`src/rtl/dmem_pkg.sv`:
```
// Shared widths, FSM state encoding and port-id type for the data-memory arbiter.
// Compile-time only; no logic, latency or backpressure of its own.
package dmem_pkg;
  localparam int ADDR_W = 12;
  localparam int DATA_W = 32;

  typedef enum logic [1:0] {
    IDLE,
    ACCESS,
    ERR,
    RESP
  } state_t;

  typedef logic port_id_t;
endpackage

```
`src/rtl/dmem_arbiter_if.sv`:
```
// Bundle of both requester ports plus the memory-side strobes.
// slave = arbiter view, master = requesters/memory view.
interface dmem_arbiter_if #(
  parameter int ADDR_W = dmem_pkg::ADDR_W,
  parameter int DATA_W = dmem_pkg::DATA_W
);
  logic              m0_req, m0_we, m0_gnt, m0_rvalid, m0_err;
  logic [ADDR_W-1:0] m0_addr;
  logic [DATA_W-1:0] m0_wdata, m0_rdata;
  logic              m1_req, m1_we, m1_gnt, m1_rvalid, m1_err;
  logic [ADDR_W-1:0] m1_addr;
  logic [DATA_W-1:0] m1_wdata, m1_rdata;
  logic [ADDR_W-1:0] mem_addr;
  logic              mem_wr, mem_r;
  logic [DATA_W-1:0] mem_wdata, mem_rdata;

  modport slave (
    input  m0_req, m0_we, m0_addr, m0_wdata,
    output m0_gnt, m0_rvalid, m0_rdata, m0_err,
    input  m1_req, m1_we, m1_addr, m1_wdata,
    output m1_gnt, m1_rvalid, m1_rdata, m1_err,
    output mem_addr, mem_wr, mem_r, mem_wdata,
    input  mem_rdata
  );

  modport master (
    output m0_req, m0_we, m0_addr, m0_wdata,
    input  m0_gnt, m0_rvalid, m0_rdata, m0_err,
    output m1_req, m1_we, m1_addr, m1_wdata,
    input  m1_gnt, m1_rvalid, m1_rdata, m1_err,
    input  mem_addr, mem_wr, mem_r, mem_wdata,
    output mem_rdata
  );
endinterface

```
`src/rtl/dmem_arbiter_rr_arb2.sv`:
```
// Two-way round-robin arbiter; combinational grant, only while en is high.
// Ties go to the port not granted last; history flop resets to "m1 last".
module rr_arb2 (
  input  logic       clk,
  input  logic       rst_n,
  input  logic [1:0] req,
  input  logic       en,
  output logic [1:0] gnt
);
  logic last_q;

  always_comb begin
    gnt = 2'b00;
    if (en) begin
      if (req[0] && (!req[1] || last_q)) gnt[0] = 1'b1;
      else if (req[1])                   gnt[1] = 1'b1;
    end
  end

  always_ff @(posedge clk or negedge rst_n) begin
    if (!rst_n)    last_q <= 1'b1;
    else if (|gnt) last_q <= gnt[1];
  end
endmodule

```
`src/rtl/dmem_arbiter.sv`:
```
// Shares the big-endian data memory between two requesters: gnt at N, strobe N+1, rvalid N+2.
// One transaction per 3 cycles; requesters hold req until gnt, misaligned words skip memory.
module dmem_arbiter
  import dmem_pkg::*;
#(
  parameter int ADDR_W = dmem_pkg::ADDR_W,
  parameter int DATA_W = dmem_pkg::DATA_W
) (
  input  logic           clk,
  input  logic           rst_n,
  dmem_arbiter_if.slave  bus
);
  state_t state_q, state_d;
  logic [1:0] req, gnt;
  logic       arb_en;

  logic              sel_we, aligned;
  logic [ADDR_W-1:0] sel_addr;
  logic [DATA_W-1:0] sel_wdata, rd_word;

  port_id_t          lat_port;
  logic              lat_we;
  logic [ADDR_W-1:0] mem_addr_q;
  logic [DATA_W-1:0] mem_wdata_q, m0_rdata_q, m1_rdata_q;
  logic              mem_wr_q, mem_r_q;
  logic              m0_rvalid_q, m1_rvalid_q, m0_err_q, m1_err_q;

  assign req    = {bus.m1_req, bus.m0_req};
  // Gating with rst_n keeps gnt low while reset is held, like every other output.
  assign arb_en = rst_n && (state_q == IDLE);

  rr_arb2 u_arb (
    .clk  (clk),
    .rst_n(rst_n),
    .req  (req),
    .en   (arb_en),
    .gnt  (gnt)
  );

  assign sel_we    = gnt[1] ? bus.m1_we    : bus.m0_we;
  assign sel_addr  = gnt[1] ? bus.m1_addr  : bus.m0_addr;
  assign sel_wdata = gnt[1] ? bus.m1_wdata : bus.m0_wdata;
  assign aligned   = (sel_addr[1:0] == 2'b00);
  assign rd_word   = (state_q == ACCESS && !lat_we) ? bus.mem_rdata : '0;

  always_comb begin
    state_d = state_q;
    case (state_q)
      IDLE:        if (|gnt) state_d = aligned ? ACCESS : ERR;
      ACCESS, ERR: state_d = RESP;
      RESP:        state_d = IDLE;
      default:     state_d = IDLE;
    endcase
  end

  always_ff @(posedge clk or negedge rst_n) begin
    if (!rst_n) state_q <= IDLE;
    else        state_q <= state_d;
  end

  // Memory strobes are loaded at grant so they are live for exactly the ACCESS cycle.
  always_ff @(posedge clk or negedge rst_n) begin
    if (!rst_n) begin
      lat_port    <= 1'b0;
      lat_we      <= 1'b0;
      mem_addr_q  <= '0;
      mem_wdata_q <= '0;
      mem_wr_q    <= 1'b0;
      mem_r_q     <= 1'b0;
      m0_rvalid_q <= 1'b0;
      m1_rvalid_q <= 1'b0;
      m0_err_q    <= 1'b0;
      m1_err_q    <= 1'b0;
      m0_rdata_q  <= '0;
      m1_rdata_q  <= '0;
    end else begin
      case (state_q)
        IDLE: if (|gnt) begin
          lat_port <= gnt[1];
          lat_we   <= sel_we;
          if (aligned) begin
            mem_addr_q  <= sel_addr;
            mem_wdata_q <= sel_wdata;
            mem_wr_q    <= sel_we;
            mem_r_q     <= !sel_we;
          end
        end
        ACCESS, ERR: begin
          mem_wr_q    <= 1'b0;
          mem_r_q     <= 1'b0;
          m0_rvalid_q <= !lat_port;
          m1_rvalid_q <= lat_port;
          m0_err_q    <= (state_q == ERR) && !lat_port;
          m1_err_q    <= (state_q == ERR) && lat_port;
          m0_rdata_q  <= lat_port ? '0 : rd_word;
          m1_rdata_q  <= lat_port ? rd_word : '0;
        end
        RESP: begin
          m0_rvalid_q <= 1'b0;
          m1_rvalid_q <= 1'b0;
          m0_err_q    <= 1'b0;
          m1_err_q    <= 1'b0;
          m0_rdata_q  <= '0;
          m1_rdata_q  <= '0;
        end
        default: ;
      endcase
    end
  end

  assign bus.m0_gnt    = gnt[0];
  assign bus.m1_gnt    = gnt[1];
  assign bus.m0_rvalid = m0_rvalid_q;
  assign bus.m1_rvalid = m1_rvalid_q;
  assign bus.m0_err    = m0_err_q;
  assign bus.m1_err    = m1_err_q;
  assign bus.m0_rdata  = m0_rdata_q;
  assign bus.m1_rdata  = m1_rdata_q;
  assign bus.mem_addr  = mem_addr_q;
  assign bus.mem_wdata = mem_wdata_q;
  assign bus.mem_wr    = mem_wr_q;
  assign bus.mem_r     = mem_r_q;
endmodule

```
`src/flat_wrapper.sv`:
```
// flat-port wrapper written by rule: the top's interface ports become plain ports
module dmem_arbiter_flat import dmem_pkg::*;
#(
  parameter int ADDR_W = dmem_pkg::ADDR_W,
  parameter int DATA_W = dmem_pkg::DATA_W
)
  (clk, rst_n, bus_m0_req, bus_m0_we, bus_m0_addr, bus_m0_wdata, bus_m0_gnt, bus_m0_rvalid, bus_m0_rdata, bus_m0_err, bus_m1_req, bus_m1_we, bus_m1_addr, bus_m1_wdata, bus_m1_gnt, bus_m1_rvalid, bus_m1_rdata, bus_m1_err, bus_mem_addr, bus_mem_wr, bus_mem_r, bus_mem_wdata, bus_mem_rdata);
  dmem_arbiter_if #(.ADDR_W(ADDR_W), .DATA_W(DATA_W)) bus_i ();
  input  logic clk;
  input  logic rst_n;
  input wire logic [$bits(bus_i.m0_req)-1:0] bus_m0_req;
  input wire logic [$bits(bus_i.m0_we)-1:0] bus_m0_we;
  input wire logic [$bits(bus_i.m0_addr)-1:0] bus_m0_addr;
  input wire logic [$bits(bus_i.m0_wdata)-1:0] bus_m0_wdata;
  output wire logic [$bits(bus_i.m0_gnt)-1:0] bus_m0_gnt;
  output wire logic [$bits(bus_i.m0_rvalid)-1:0] bus_m0_rvalid;
  output wire logic [$bits(bus_i.m0_rdata)-1:0] bus_m0_rdata;
  output wire logic [$bits(bus_i.m0_err)-1:0] bus_m0_err;
  input wire logic [$bits(bus_i.m1_req)-1:0] bus_m1_req;
  input wire logic [$bits(bus_i.m1_we)-1:0] bus_m1_we;
  input wire logic [$bits(bus_i.m1_addr)-1:0] bus_m1_addr;
  input wire logic [$bits(bus_i.m1_wdata)-1:0] bus_m1_wdata;
  output wire logic [$bits(bus_i.m1_gnt)-1:0] bus_m1_gnt;
  output wire logic [$bits(bus_i.m1_rvalid)-1:0] bus_m1_rvalid;
  output wire logic [$bits(bus_i.m1_rdata)-1:0] bus_m1_rdata;
  output wire logic [$bits(bus_i.m1_err)-1:0] bus_m1_err;
  output wire logic [$bits(bus_i.mem_addr)-1:0] bus_mem_addr;
  output wire logic [$bits(bus_i.mem_wr)-1:0] bus_mem_wr;
  output wire logic [$bits(bus_i.mem_r)-1:0] bus_mem_r;
  output wire logic [$bits(bus_i.mem_wdata)-1:0] bus_mem_wdata;
  input wire logic [$bits(bus_i.mem_rdata)-1:0] bus_mem_rdata;
  assign bus_i.m0_req = bus_m0_req;
  assign bus_i.m0_we = bus_m0_we;
  assign bus_i.m0_addr = bus_m0_addr;
  assign bus_i.m0_wdata = bus_m0_wdata;
  assign bus_m0_gnt = bus_i.m0_gnt;
  assign bus_m0_rvalid = bus_i.m0_rvalid;
  assign bus_m0_rdata = bus_i.m0_rdata;
  assign bus_m0_err = bus_i.m0_err;
  assign bus_i.m1_req = bus_m1_req;
  assign bus_i.m1_we = bus_m1_we;
  assign bus_i.m1_addr = bus_m1_addr;
  assign bus_i.m1_wdata = bus_m1_wdata;
  assign bus_m1_gnt = bus_i.m1_gnt;
  assign bus_m1_rvalid = bus_i.m1_rvalid;
  assign bus_m1_rdata = bus_i.m1_rdata;
  assign bus_m1_err = bus_i.m1_err;
  assign bus_mem_addr = bus_i.mem_addr;
  assign bus_mem_wr = bus_i.mem_wr;
  assign bus_mem_r = bus_i.mem_r;
  assign bus_mem_wdata = bus_i.mem_wdata;
  assign bus_i.mem_rdata = bus_mem_rdata;
  dmem_arbiter #(.ADDR_W(ADDR_W), .DATA_W(DATA_W)) u_core (.clk(clk), .rst_n(rst_n), .bus(bus_i));
endmodule
```
`config.mk`:
```
export PLATFORM = sky130hd
export DESIGN_NAME = dmem_arbiter_flat
export DESIGN_NICKNAME = d
export VERILOG_FILES = /design/src/rtl/dmem_pkg.sv /design/src/rtl/dmem_arbiter_if.sv /design/src/rtl/dmem_arbiter_rr_arb2.sv /design/src/rtl/dmem_arbiter.sv /design/src/flat_wrapper.sv
export SDC_FILE = /design/constraint.sdc
export NUM_CORES = 1
export LEC_CHECK = 0
export BUFFER_PORTS_ARGS = -buffer_cell sky130_fd_sc_hd__buf_2
export CAP_MARGIN = 5
export CORE_UTILIZATION = 49
export CTS_CLUSTER_SIZE = 14
export DETAILED_ROUTE_END_ITERATION = 8
export GPL_TIMING_DRIVEN = 0
export PLACE_DENSITY = 0.85
export SLEW_MARGIN = 20
export SYNTH_ARGS = -nofsm -noshare
export SYNTH_HDL_FRONTEND = slang
export SYNTH_HIERARCHICAL = 1
export SYNTH_SLANG_ARGS = --single-unit
```
`constraint.sdc`:
```
create_clock -name clk -period 3.9 [get_ports clk]
set_input_delay 0.195 -clock clk [delete_from_list [all_inputs] [get_ports clk]]
set_output_delay 0.195 -clock clk [all_outputs]
set_load 0.02 [all_outputs]
```
# Word level (Yosys, flattened, before mapping)
# Cells that the tools add are included.
dict set report word_totals {
  register_bits 119
  inputBits 126
  word_cells 63
}
dict set report classes {
  n_eq_ne 5
  mux 25
  reduce_logical 19
}
# op count
set ops {}
lappend ops {{32-bit 2-to-1 mux} 4}
lappend ops {{32-bit case mux with 2 select lines} 2}
lappend ops {{12-bit 2-to-1 mux} 1}
lappend ops {{1-bit case mux with 2 select lines} 6}
lappend ops {{1-bit 2-to-1 mux} 8}
lappend ops {{2-bit 2-to-1 mux} 3}
lappend ops {{2-bit case mux with 3 select lines} 1}
lappend ops {{3-bit AND reduction} 2}
lappend ops {{1-bit logical AND} 5}
lappend ops {{2-bit == test, second input constant} 2}
lappend ops {{1-bit logical NOT} 4}
lappend ops {{2-bit logical NOT} 2}
lappend ops {{2-bit nonzero test} 2}
lappend ops {{2-bit OR reduction} 2}
lappend ops {{2-bit by 1-bit == test with 1-bit output, second input constant} 1}
lappend ops {{2-bit by 1-bit inequality test with 1-bit output, second input constant} 1}
lappend ops {{2-bit inequality test, second input constant} 1}
lappend ops {{2-bit AND reduction} 1}
lappend ops {{1-bit logical OR} 1}

# Logic depth before layout (Yosys ltp)
dict set report logic_depth {
  depth_word 10
  ltp_mapped 13
  mapped_depth_nobuf 9
}

# Hierarchy
# The synthesis kept the hierarchy.
# module n_inst cells_each area_per_inst_um2
set by_module_without_submodules {}
lappend by_module_without_submodules {dmem_arbiter 1 382 4840.9}
lappend by_module_without_submodules {rr_arb2 1 8 62.6}

# Least setup slack after synthesis
# No wires, ideal clock.
dict set report synth_timing {
  path_kind {register to register}
  start {register u_core.state_q[0]}
  end {register u_core.state_q[0]}
  setup_time_ns 0.135
  t_arrival_ns 2.793
  setup_slack_ns 0.972
  path_stages_with_launch 14
  synth_period_minus_slack_ns 2.928
  cell_sequence {dfrtp_1 -> inv_1 -> ha_1 -> buf_4 -> buf_2 -> clkbuf_1 -> and2_1 -> nand2_1 -> a21oi_1 -> buf_4 -> nor2_1 -> or3_1 -> o311ai_0 -> o21ai_1}
}
dict set report synth_via {
  elab_chain_len 8
}
# element line_no
set synth_rtl {}
lappend synth_rtl {{start: declaration} dmem_arbiter.sv:13} ;# state_t state_q, state_d;
lappend synth_rtl {{start signal: assignment} dmem_arbiter.sv:58} ;# else state_q <= state_d;
lappend synth_rtl {{2-bit logical NOT *} dmem_arbiter.sv:30} ;# assign arb_en = rst_n && (state_q == IDLE);
lappend synth_rtl {{1-bit logical AND *} dmem_arbiter.sv:30}
lappend synth_rtl {{named net u_core.arb_en} dmem_arbiter.sv:15} ;# logic arb_en;
lappend synth_rtl {{2-bit 2-to-1 mux *} dmem_arbiter_rr_arb2.sv:14} ;# if (en) begin
lappend synth_rtl {{named net bus_m1_gnt} flat_wrapper.sv:23} ;# output wire logic [$bits(bus_i.m1_gnt)-1:0] bus_m1_gnt;
lappend synth_rtl {{12-bit 2-to-1 mux} dmem_arbiter.sv:41} ;# assign sel_addr = gnt[1] ? bus.m1_addr : bus.m0_addr;
lappend synth_rtl {{2-bit logical NOT} dmem_arbiter.sv:43} ;# assign aligned = (sel_addr[1:0] == 2'b00);
lappend synth_rtl {{2-bit 2-to-1 mux (2 in a row)} dmem_arbiter.sv:49} ;# IDLE: if (|gnt) state_d = aligned ? ACCESS : ERR;
lappend synth_rtl {{2-bit case mux with 3 select lines} dmem_arbiter.sv:48} ;# case (state_q)
# Mark *: on every way through the listed nets, which the timed path passes. The rest lies on a longest branch. The select of a mux whose other input is x is not followed.
# A chain may end at the register's enable or synchronous reset.

# Worst setup path after layout
dict set report layout_timing {
  start {register u_core.state_q[1]}
  end {register u_core.mem_addr_q[3], in the netlist u_core/bus.mem_addr[3]}
}
dict set report layout_via {
  elab_chain_len 6
}
# element line_no
set layout_rtl {}
lappend layout_rtl {{2-bit logical NOT *} dmem_arbiter.sv:30}
lappend layout_rtl {{1-bit logical AND *} dmem_arbiter.sv:30}
lappend layout_rtl {{named net u_core.arb_en} dmem_arbiter.sv:15}
lappend layout_rtl {{2-bit 2-to-1 mux *} dmem_arbiter_rr_arb2.sv:14}
lappend layout_rtl {{12-bit 2-to-1 mux} dmem_arbiter.sv:41}
lappend layout_rtl {{2-bit logical NOT} dmem_arbiter.sv:43}
lappend layout_rtl {{3-bit AND reduction (no line)} -}
lappend layout_rtl {{end signal: assignment} dmem_arbiter.sv:82} ;# mem_addr_q <= sel_addr;
lappend layout_rtl {{end: declaration} dmem_arbiter.sv:23} ;# logic [ADDR_W-1:0] mem_addr_q;
# Mark *: on every way through the listed nets, which the timed path passes. The rest lies on a longest branch.

==> impl_summary.txt <==
----------------------------------------------------
[Status]
  Outcome ... complete, no violations

[GRT]
  Total congestion overflow after global routing ... 0
  Vias in the first global route ... between 5,000 and 6,000
  Number of antenna violations at the first check in global routing ... 0
  Largest net degree at the start of global routing ... 66
  Wire length of the first global-routing pass ... 29,500 microns
  Total global routing track utilization ... 39.3%

[Finish]
  Layout net count ... between 800 and 900
  Fraction of final layout cells with drive strength greater than 1 ... just under 40%
  Most common cell after layout, fill and taps aside ... sky130_fd_sc_hd__buf_2
  Area grow syn2layout ... 65.0%
  # fillers ... between 500 and 600
  Most used cells in the layout excluding fill and tap cells ... sky130_fd_sc_hd__buf_2 (260), sky130_fd_sc_hd__dfrtp_1 (118), sky130_fd_sc_hd__dlygate4sd3_1 (116), sky130_fd_sc_hd__a32o_1 (64), sky130_fd_sc_hd__nand2_1 (47)
  Reg area ... approximately 3000 sq um
  Antenna diode count ... 0
  Post-route insts no fill ... around 900
  Multi-input logic area ... 1750 sq um

[Worst setup path]
  Nature of the critical path startpoint ... flop
  Kind of critical path ... reg -> reg
  CP Data Arrival Time ... about 4.3 ns
  Worst Path Max Fanout ... 10
  Delay of the slowest cell on the worst path ... a little over 0.6 ns
  R2r startpoint ... u_core/state_q[1]
  Required time reported for the critical path endpoint ... approximately 4.3 ns
  Setup slack of the most critical reg-to-reg path ... 0.04 ns
  Sequence of cells on the critical path ... inv_1, ha_1, buf_4, buf_2, clkbuf_2, and2_1, nand2_1, a21oi_2, buf_4, buf_2, mux2i_1, dlygate4sd3_1, o21ai_1
  Highest-delay cell along the critical path ... sky130_fd_sc_hd__dlygate4sd3_1
  Critical register-to-register path endpoint ... u_core/bus.mem_addr[3]
  CP endpoint kind ... flop
  Worst-case reg-to-reg path depth ... 13

[Routing]
  DRC violation total after the first TritonRoute iteration ... 357
  Post-route DRC violation count ... 0
  First-pass DRT Iterations ... 6
  Total vias in the final route ... roughly 5,400
  Final wirelength ... a little under 20,000 microns
  Drt wl/cell ... about 22 microns
  ANT nets after route ... 0
  Average via count per standard cell ... slightly below 6

[Die]
  Initial Utilization ... about half
  Number of core rows ... 36
  Die width ... between 100 and 150 microns
  Number of top-level design ports ... about 240
  Floorplan die height ... a little over 100 microns
  Floorplan Core Area ... around 9700 sq um
  Die footprint ... about 10,000 sq um

[Power and ir drop]
  Power Density ... around 670 nW/um^2
  Power consumption ... approximately 5500 uW
  Leakage power figure ... 0.00412 uW
  Max rail drop VDD ... about 0.43 mV

[CTS]
  Sink Count ... ~120
  Clock slew at the register clock pins of the worst setup and hold paths ... 0.06 ns
  Clock network latency to the later pin of the worst-skew pair ... between 0.5 and 0.6 ns
  Total number of H-tree levels ... 4
  Clock root cell ... sky130_fd_sc_hd__clkbuf_8
  Clock buffer count from CTS ... 17
  TritonCTS clock tree ... done
  Post-CTS Setup Inserts ... 0
  Buffer levels on the longest clock path ... 2

[Synth]
  Post-synth top area share ... about 60%
  Area leader, netlist ... sky130_fd_sc_hd__dfrtp_1
  Number of nets in the synthesized netlist ... 520
  Cells taking the most area after synthesis ... sky130_fd_sc_hd__dfrtp_1 (60%), sky130_fd_sc_hd__a32o_1 (13%), sky130_fd_sc_hd__mux2i_1 (8.8%), sky130_fd_sc_hd__o21ai_1 (4.6%), sky130_fd_sc_hd__nand2_1 (3.6%)
  Warnings from Yosys ... 6
  Post-Synthesis Cells ... just under 400
  Post-synthesis cell type count ... 30
  Fraction of the yosys area taken by sequential cells ... about three fifths
  Synth Cell Area ... around 4900 sq um
  Post-synthesis average cell area ... approximately 13 sq um
  Number of flip-flops and latches in the synthesized netlist ... 119

[Run]
  Max_cap viols ... 0

[Hold path]
  Launch instance of the worst min-delay path ... bus_m0_wdata[12]
  Depth of the worst hold-timing path ... 3
  Hold Path End ... u_core/bus.mem_wdata[12]
  HP Class ... in -> reg

[STA]
  Min cycle time layout ... 3.86 ns
  Ratio of final minimum period to clock period ... between 90% and 100%
  Hold Violations, Final ... 0
  Count of final max-slew check failures ... 0
  Setup repair after global routing missed its margin ... no
  Max-slew headroom ... between 50 and 60%
  Setup TNS ... 0 ns
  Setup violation total in the final timing report ... 0
  Worst-margin pin slew ... approximately 0.70 ns
  Post-route worst setup slack ... between 0.03 and 0.04 ns
  Skew final ... 0.0103 ns
  Fmax ... roughly 260 MHz

[Place]
  RD Place Congestion ... between 0.7 and 0.8
  Pre-CTS WS ... between 0.5 and 0.6 ns
  Count of input and output buffers ... roughly 240
  Dpl cells ... around 770
  Detailed placement HPWL ... between 10,000 and 15,000 microns

----------------------------------------------------
==> what timing repair did <==
action,in CTS,in global routing
endpoints found under the setup margin,0,37
gates resized for setup,0,5
hold buffers,116,0
endpoints found under the hold margin,168,0
==> critical path, delay by kind of cell (launching register included) <==
kind | cells | cell delay [ns]
DFF | 1 | 0.41
and+or+nand+nor | 2 | 0.37
muxes | 1 | 0.32
adders and majority gates | 1 | 0.16
buffers and inverters | 7 | 2.09
AOI/OAI and AO/OA | 2 | 0.38
==> metrics by stage <==
stage | utilization (%) | hold slack (ns) | instance area (sq um)
5_1_grt | 83.2 | 0.0237 | 8090
2_1_floorplan | - | -0.101 | 4900
3_3_place_gp | 64.5 | 0.444 | 6280
4_1_cts | 83.1 | 0.00567 | 8080
3_5_place_dp | 64.9 | 0.223 | 6310
6_report | 83.2 | 0.0321 | 8090
==> layer usage <==
metal / GRT usage, % / routed length (microns) / part of all wire, % / vias to the layer above
met3: 15.9 / 1760 / 8.9 / 142
met1: 41.3 / 6490 / 33 / 2596
met2: 62.2 / 10000 / 51 / 417
met5: 0 / 0 / 0 / -
li1: - / - / - / 2229
met4: 32.1 / 1410 / 7.2 / 0
==> state kept, by name, summed over array words and instances (netlist names), 2 cells and up <==
register / cells
u_core/bus.m0_rdata: 32
u_core/bus.m1_rdata: 32
u_core/bus.mem_wdata: 32
u_core/bus.mem_addr: 12
u_core/state_q: 2
==> synth_stat cells (all sizes together) <==
cell type / instances
a32o: 64
o21ai: 47
o31ai: 1
a21o: 2
nor3b: 2
and2: 3
buf: 26
a21bo: 1
a21boi: 1
nor2: 2
nor3: 2
a21oi: 3
inv: 4
o311ai: 1
clkbuf: 10
mux2i: 43
o211ai: 2
dfstp: 1
o21bai: 1
nand2: 47
dfrtp: 118
ha: 4
or3: 1
nor2b: 1
a22o: 3
==> how the worst max path moves through the flow <==
stage / startpoint / to / cells after the start
after floorplan: u_core/state_q[0] / u_core/state_q[0] / 13
after global placement: rst_n / u_core/bus.mem_wr / 9
after detailed placement: u_core/state_q[0] / u_core/bus.mem_wr / 13
after CTS: u_core/state_q[1] / u_core/bus.mem_wdata[7] / 13
after global routing: u_core/state_q[1] / u_core/bus.mem_addr[3] / 13
final: u_core/state_q[1] / u_core/bus.mem_addr[3] / 13
==> kinds of logic (layout without fill, tap and decap cells) <==
group	count (synthesis)	in the layout	share of synthesized area [%]
adders and majority gates	4	4	1.02
buffers and inverters	40	429	3.75
DFF	119	119	60.8
muxes	43	43	8.78
AOI/OAI and AO/OA	126	126	20.3
and+or+nand+nor	58	58	5.36
==> cell type report <==
class	count	area share, %
Tap cell	133	2.06
Timing Repair Buffer	358	29.7
Buffer	36	2.13
Clock buffer	22	5.72
Sequential cell	119	36.8
Clock inverter	9	1.82
Multi-Input combinational cell	231	21.6
Inverter	4	0.186
==> report_power, final <==
group	internal, uW	leakage (uW)	switching (uW)	total, uW
clock network	1080	0.000301	552	1630
logic	706	0.00220	1360	2070
registers	1550	0.00162	208	1760
Power figures use the tool's default switching activity.
